## config.mk

```make
export PLATFORM = sky130hd
export DESIGN_NAME = load_extend_unit_flat
export DESIGN_NICKNAME = d
export VERILOG_FILES = /design/src/rtl/load_extend_unit_if.sv /design/src/rtl/load_extend_unit.sv /design/src/flat_wrapper.sv
export SDC_FILE = /design/constraint.sdc
export NUM_CORES = 1
export LEC_CHECK = 0
export CORE_ASPECT_RATIO = 1.4
export CORE_UTILIZATION = 40
export CTS_CLUSTER_DIAMETER = 50
export CTS_CLUSTER_SIZE = 12
export DETAILED_ROUTE_END_ITERATION = 6
export DONT_BUFFER_PORTS = 1
export PLACE_DENSITY = 0.6
export SYNTH_ARGS = -nofsm -noshare
export SYNTH_HDL_FRONTEND = slang
export SYNTH_SLANG_ARGS = --single-unit
```

## constraint.sdc

```tcl
create_clock -name clk -period 2.5 [get_ports clk]
set_clock_uncertainty 0.2 [all_clocks]
set_input_delay 0.5 -clock clk [delete_from_list [all_inputs] [get_ports clk]]
set_output_delay 0.5 -clock clk [all_outputs]
set_load 0.02 [all_outputs]
```

## src/rtl/load_extend_unit_if.sv

```systemverilog
// Request/result bus of the load extend unit: raw memory word in, aligned and
// extended result out, each side with its own valid/ready pair.
interface load_extend_unit_if #(
    parameter int DATA_W   = 32,
    parameter int OFF_W    = 2,
    parameter int ERRCNT_W = 8
);
    logic                in_valid;
    logic                in_ready;
    logic [DATA_W-1:0]   in_data;
    logic [OFF_W-1:0]    in_off;
    logic [1:0]          in_size;
    logic                in_signed;
    logic                out_valid;
    logic                out_ready;
    logic [DATA_W-1:0]   out_data;
    logic                out_err;
    logic [ERRCNT_W-1:0] err_count;

    modport master (
        output in_valid, in_data, in_off, in_size, in_signed, out_ready,
        input  in_ready, out_valid, out_data, out_err, err_count
    );

    modport slave (
        input  in_valid, in_data, in_off, in_size, in_signed, out_ready,
        output in_ready, out_valid, out_data, out_err, err_count
    );
endinterface

```

## src/rtl/load_extend_unit.sv

```systemverilog
// Load alignment/extension stage: picks the addressed lane of a memory read word,
// sign/zero-extends it and queues the result in a 2-entry FIFO towards writeback.
module load_extend_unit #(
    parameter int DATA_W   = 32,
    parameter int OFF_W    = 2,
    parameter int ERRCNT_W = 8
) (
    input  logic              clk,
    input  logic              reset,
    load_extend_unit_if.slave bus
);
    logic [DATA_W-1:0]   shifted;
    logic [DATA_W-1:0]   mask;
    logic [DATA_W-1:0]   res_data;
    logic                msb;
    logic                res_err;

    logic [DATA_W-1:0]   data_q [2];
    logic [DATA_W-1:0]   data_d [2];
    logic                err_q  [2];
    logic                err_d  [2];
    logic                rd_ptr_q, rd_ptr_d;
    logic                wr_ptr_q, wr_ptr_d;
    logic [1:0]          count_q, count_d;
    logic [ERRCNT_W-1:0] err_count_q, err_count_d;
    logic                in_ready;
    logic                out_valid;
    logic                push;
    logic                pop;

    // Shift the addressed byte down to bit 0, then mask to the access width and
    // fill the upper bits with the field MSB when sign extension is requested.
    always_comb begin
        shifted = bus.in_data >> {bus.in_off, 3'b000};
        mask    = '1;
        msb     = 1'b0;
        res_err = 1'b0;
        case (bus.in_size)
            2'b00: begin
                mask = {{(DATA_W-8){1'b0}}, 8'hFF};
                msb  = shifted[7];
            end
            2'b01: begin
                mask    = {{(DATA_W-16){1'b0}}, 16'hFFFF};
                msb     = shifted[15];
                res_err = bus.in_off[0];
            end
            2'b10: begin
                mask    = {DATA_W{1'b1}} >> (DATA_W - 32);
                msb     = shifted[31];
                res_err = (bus.in_off[1:0] != 2'b00);
            end
            default: begin
                mask    = '1;
                msb     = 1'b0;
                res_err = (bus.in_off != '0);
            end
        endcase
        res_data = shifted & mask;
        if (bus.in_signed && msb) begin
            res_data = res_data | ~mask;
        end
        if (res_err) begin
            res_data = '0;
        end
    end

    // in_ready depends only on registered occupancy, so a full FIFO refuses a
    // push even in a cycle where the head is being popped.
    assign in_ready  = (count_q != 2'd2);
    assign out_valid = (count_q != 2'd0);
    assign push      = bus.in_valid & in_ready;
    assign pop       = out_valid & bus.out_ready;

    always_comb begin
        data_d      = data_q;
        err_d       = err_q;
        rd_ptr_d    = rd_ptr_q;
        wr_ptr_d    = wr_ptr_q;
        count_d     = count_q;
        err_count_d = err_count_q;
        if (push) begin
            data_d[wr_ptr_q] = res_data;
            err_d[wr_ptr_q]  = res_err;
            wr_ptr_d         = ~wr_ptr_q;
            if (res_err && (err_count_q != '1)) begin
                err_count_d = err_count_q + ERRCNT_W'(1);
            end
        end
        if (pop) begin
            rd_ptr_d = ~rd_ptr_q;
        end
        case ({push, pop})
            2'b10:   count_d = count_q + 2'd1;
            2'b01:   count_d = count_q - 2'd1;
            default: count_d = count_q;
        endcase
    end

    always_ff @(posedge clk) begin
        if (reset) begin
            data_q      <= '{default: '0};
            err_q       <= '{default: 1'b0};
            rd_ptr_q    <= 1'b0;
            wr_ptr_q    <= 1'b0;
            count_q     <= 2'd0;
            err_count_q <= '0;
        end else begin
            data_q      <= data_d;
            err_q       <= err_d;
            rd_ptr_q    <= rd_ptr_d;
            wr_ptr_q    <= wr_ptr_d;
            count_q     <= count_d;
            err_count_q <= err_count_d;
        end
    end

    assign bus.in_ready  = in_ready;
    assign bus.out_valid = out_valid;
    assign bus.out_data  = data_q[rd_ptr_q];
    assign bus.out_err   = err_q[rd_ptr_q];
    assign bus.err_count = err_count_q;
endmodule
```

## src/flat_wrapper.sv

```systemverilog
// flat-port wrapper written by rule: the top's interface ports become plain ports
module load_extend_unit_flat 
#(
    parameter int DATA_W   = 32,
    parameter int OFF_W    = 2,
    parameter int ERRCNT_W = 8
)
  (clk, reset, bus_in_valid, bus_in_data, bus_in_off, bus_in_size, bus_in_signed, bus_out_ready, bus_in_ready, bus_out_valid, bus_out_data, bus_out_err, bus_err_count);
  load_extend_unit_if #(.DATA_W(DATA_W), .OFF_W(OFF_W), .ERRCNT_W(ERRCNT_W)) bus_i ();
  input  logic clk;
  input  logic reset;
  input wire logic [$bits(bus_i.in_valid)-1:0] bus_in_valid;
  input wire logic [$bits(bus_i.in_data)-1:0] bus_in_data;
  input wire logic [$bits(bus_i.in_off)-1:0] bus_in_off;
  input wire logic [$bits(bus_i.in_size)-1:0] bus_in_size;
  input wire logic [$bits(bus_i.in_signed)-1:0] bus_in_signed;
  input wire logic [$bits(bus_i.out_ready)-1:0] bus_out_ready;
  output wire logic [$bits(bus_i.in_ready)-1:0] bus_in_ready;
  output wire logic [$bits(bus_i.out_valid)-1:0] bus_out_valid;
  output wire logic [$bits(bus_i.out_data)-1:0] bus_out_data;
  output wire logic [$bits(bus_i.out_err)-1:0] bus_out_err;
  output wire logic [$bits(bus_i.err_count)-1:0] bus_err_count;
  assign bus_i.in_valid = bus_in_valid;
  assign bus_i.in_data = bus_in_data;
  assign bus_i.in_off = bus_in_off;
  assign bus_i.in_size = bus_in_size;
  assign bus_i.in_signed = bus_in_signed;
  assign bus_i.out_ready = bus_out_ready;
  assign bus_in_ready = bus_i.in_ready;
  assign bus_out_valid = bus_i.out_valid;
  assign bus_out_data = bus_i.out_data;
  assign bus_out_err = bus_i.out_err;
  assign bus_err_count = bus_i.err_count;
  load_extend_unit #(.DATA_W(DATA_W), .OFF_W(OFF_W), .ERRCNT_W(ERRCNT_W)) u_core (.clk(clk), .reset(reset), .bus(bus_i));
endmodule
```

After elaboration in Yosys (flattened, before gate mapping) --
Index checks and enable logic that the tools add are counted.
Operators by class: bitwise operators 9, shift-type cells 1, eq/ne operators 6, muxes and demuxes 18, magnitude comparators 3, $add $sub $neg 3, reductions and logical operators 8
Operator list (count):
- two-way mux 32 bit | 6
- bitwise mux 64 bit | 1
- one-hot mux 32 bit (2 select lines) | 1
- AND 32 bit | 1
- demux 32 bit (select 1 bit) | 1
- NOT 32 bit | 1
- bitwise OR 32 bit | 1
- >> shifter 32 x 5 -> 32 bit | 1
- adder 8 x 1 -> 8 bit (second input constant) | 1
- != test 8 bit (second input constant) | 1
- nonzero test 2 bit | 3
- == test 2 x 1 -> 1 bit (second input constant) | 2
- == test 2 bit (second input constant) | 2
- >= comparator 2 bit (second input constant) | 2
- two-way mux 1 bit | 4
- NOT 1 -> 2 bit | 2
- one-hot mux 2 bit (2 select lines) | 1
- logical AND 1 bit | 3
- one-hot mux 1 bit (3 select lines) | 1
- adder 2 x 1 -> 2 bit (second input constant) | 1
- AND 1 bit | 2
- bitwise mux 2 bit | 1
- zero test 2 bit | 1
- < comparator 2 x 1 -> 1 bit (second input constant) | 1
- other kinds (6) | 7
Word-level totals: logic and storage cells 56, flip-flop bits (word level) 78, bits of input ports 41, output and inout bits 43

Longest topological paths before layout --
word-level depth 7, mapped depth 7, mapped depth without buffers 7

Worst setup path after synthesis --
OpenSTA, ideal clock, no wires.
path type input to register, start input bus_in_off[1], end register u_core.err_count_q[5] (netlist: u_core.bus.err_count[5]), arrival 1.909 ns, setup slack 0.268 ns, stages on the path 6, setup time 0.123 ns, buffers on the path 2, data required time 2.177 ns, cell sequence buf_2 a21oi_1 or4_4 buf_6 nor4_2 mux2_1
On the way: cells in the longest elaborated chain, start to end 4
RTL lines:
- start, declared | line flat_wrapper.sv:14 | input wire logic [$bits(bus_i.in_off)-1:0] bus_in_off;
- nonzero test 2 bit | line load_extend_unit.sv:51, load_extend_unit.sv:56
- one-hot mux 1 bit (2 select lines) | line load_extend_unit.sv:38 | case (bus.in_size)
- logical AND 1 bit | line load_extend_unit.sv:86 | if (res_err && (err_count_q != '1)) begin
- AND reduction 2 bit (no line)
- end signal, assigned | line load_extend_unit.sv:114 | err_count_q <= err_count_d;
- end, declared | line load_extend_unit.sv:25 | logic [ERRCNT_W-1:0] err_count_q, err_count_d;
No other way between the ends. A chain may end at the register's enable or synchronous reset.

Worst setup path in the final report --
start register u_core.count_q[1], end register u_core.err_count_q[4] (netlist: u_core.bus.err_count[4])
On the way: cells in the longest elaborated chain, start to end 3
RTL lines:
- start, declared | line load_extend_unit.sv:24 | logic [1:0] count_q, count_d;
- start signal, assigned | line load_extend_unit.sv:113 | count_q <= count_d;
- != test 2 bit | line load_extend_unit.sv:70 | assign in_ready = (count_q != 2'd2);
- AND 1 bit | line load_extend_unit.sv:72 | assign push = bus.in_valid & in_ready;
- AND reduction 2 bit (no line)
No other way between the ends.

==> reports/metrics.csv <==
metric,value,unit
critPathMaxStageDelay,600,ps
final_antenna_net_count,0,
gp_congestion,0.815,
cts_max_level,3,
violations,design-rule violations,
drt_iter0_drc,155,
crit_slowest_cell,or4_4,
nets,427,
cts_hold_buf,0,
p_leak,1.63,nW
root_buffer,clkbuf_16,
required,2520,ps
hold_path.class,in -> reg,
viasPerCell,5.88,
synth_seq_cells,78,
post_cts_buffers,0,
cap_viol_max_count,0,
wirelength,9720,µm
antenna_cells,0,
finalHoldViolations,0,
tns,0,ps
crit_type,reg -> reg,
clkLatencyLatePin,330,ps
syn_nets,433,
portBuffers,0,
first_global_vias,2939,
die_y,117,µm
stdcell_area,4180,µm²
ys.flop_type,dfxtp_1,
grt_usage,20.9,%
hpwl,7000,µm
synthCells,390,
cts_tree,done,
fin_ws,393,ps
synthArstFlopShare,0,%
fillers,851,
slew_viol_final,0,
ctsResizeCount,0,
drtPass1Iterations,6,
die_area,9810,µm²
pre_cts_ws,251,ps
synth_edf_count,0,
relSlewSlack,31.1,%
grt_start_max_net_pins,37,
grt_pass1_wl,15600,µm
timing.critical_path.to_type,flop,
status,"finished, violations left",
num_io_pins,84,
p_per_area,844,nW/µm²
grt-ovfl-total,0,
power,3.53,mW
yosysWarnings,0,
fp.coreArea,9080,µm²
clock-sinks,78,
synth_seq_area_share,41.5,%
antenna_found_initial,0,
syn_avg_cell_area,9.65,µm²
via_count,2912,
die_w,84.0,µm
num_rows,41,
syn_area,3760,µm²
cp_top_family,simple AND/OR/NAND/NOR gates,
start_util,41.5,%
critPathLaunchType,flop,
clkTransAtPathRegs,50,ps
cp_cell_sequence,nor2b_2 > or4_4 > nor4b_1 > mux2_2,
clk_path_buf_depth,2,
worstPathArrival,2130,ps
cts_buffers,9,
syn_to_final_growth,11.1,%
placed_area,3890,µm²
setup_viol_count_final,0,
avgRoutedWirePerCell,19.6,µm
grt_setup_unrepaired,false,
max-vdd-ir-drop,0.000404,V
cp.buffers_inverters,0,
period_needed,2110,ps
drc,5,
fin_crit_sh,84.3,%
fmax,0.475,GHz
synth_cell_types,44,
layout-drive-gt1-share,21.1,%
crit_path_max_fanout,13,
tightestPinTransition,1030,ps
[flip-flops by register name, indices dropped and copies added (netlist names)]
register	flops
u_core.wr_ptr_q	1
u_core.data_q	64
u_core.count_q	2
u_core.bus.err_count	8
u_core.rd_ptr_q	1
u_core.err_q	2
[power breakdown]
group	switching (mW)	internal [mW]	leakage (nW)
registers	0.0760	1.35	0.632
logic	0.481	0.338	0.860
clock network	0.495	0.791	0.141
[worst register-to-register path, cell delays in order (launching register included)]
cell	delay, ps
dfxtp_1	320
nor2b_2	170
or4_4	600
nor4b_1	340
mux2_2	370
[cells by family after synthesis]
| family | count (synthesis) | share of synthesized area (%) |
|---|---|---|
| compound gates | 118 | 22.3 |
| xor+xnor | 4 | 0.931 |
| fa+ha+maj | 2 | 0.665 |
| flops | 78 | 41.5 |
| simple gates | 83 | 12.0 |
| buf+inv | 44 | 4.92 |
| mux | 61 | 17.7 |
[through the flow]
stage               std cells  utilization (%)  hold slack (ps)
floorplan                 390                -              220
detailed placement        480             42.9              243
finish                    495             46.1             30.9
global route              495             46.1             27.4
CTS                       495             46.1             19.1
global placement          480             42.9              231
[layout by cell type (no fill, tap or decap), types with 2 or more instances in the layout]
cell type | Yosys | final
o21ai_0 | 29 | 29
nor4_1 | 2 | 2
xor2_1 | 2 | 2
buf_4 | 0 | 10
or3_1 | 3 | 3
inv_1 | 14 | 14
nand3_1 | 6 | 6
ha_1 | 2 | 2
a22o_1 | 49 | 49
mux2_2 | 45 | 45
nand2b_1 | 8 | 8
buf_12 | 0 | 2
or2_2 | 4 | 4
a31oi_1 | 10 | 9
dfxtp_1 | 78 | 78
o31ai_1 | 2 | 2
clkbuf_16 | 0 | 9
clkinv_2 | 0 | 2
nor3_2 | 2 | 2
nor4b_1 | 2 | 2
xnor2_1 | 2 | 2
nor2b_1 | 6 | 6
nor3_1 | 3 | 3
mux2i_1 | 15 | 15
nand2_1 | 27 | 27
o22ai_1 | 9 | 9
a21oi_1 | 7 | 7
and2_1 | 2 | 2
nor2_1 | 11 | 11
o211ai_1 | 7 | 7
[metal layers]
metal / up-vias / track usage [%] / part of all wire (%)
met5: - / 0 / 0
met4: 0 / 15.3 / 4.6
met3: 19 / 5.26 / 5.8
met2: 87 / 34.0 / 48
met1: 1379 / 24.0 / 42
li1: 1427 / - / -
[worst paths after layout]
kind / startpoint / end / slack [ps] / cells after the start
hold reg to reg: u_core.data_q[6] / u_core.data_q[6] / 250 / 2
setup reg to reg: u_core.count_q[1] / u_core.bus.err_count[4] / 390 / 4
setup / recovery: u_core.count_q[1] / u_core.bus.err_count[4] / 390 / 4
hold / removal: reset / u_core.bus.err_count[3] / 30 / 1
[cell type report]
type	instances	area (µm²)	share of cell area, %
clock buffer	11	243	5.80
sequential	78	1560	37.3
multi-input combinational	268	2020	48.4
timing repair buffer	12	115	2.75
clock inverter	4	47.5	1.14
inverter	15	56.3	1.35
tap	107	134	3.20
[synth_stat cells, types with 6 or more instances]
cell type | instances | share of area, %
dfxtp_1 | 78 | 41
a22o_1 | 49 | 11
mux2_2 | 45 | 13
o21ai_0 | 29 | 3.9
nand2_1 | 27 | 2.7
clkbuf_1 | 16 | 1.6
mux2i_1 | 15 | 4.0
inv_1 | 14 | 1.4
nor2_1 | 11 | 1.1
a31oi_1 | 10 | 1.7
buf_2 | 10 | 1.3
o22ai_1 | 9 | 1.5
nand2b_1 | 8 | 1.3
a21oi_1 | 7 | 0.93
o211ai_1 | 7 | 1.4
nand3_1 | 6 | 0.80
nor2b_1 | 6 | 1.0
Power figures use the tool's default switching activity.
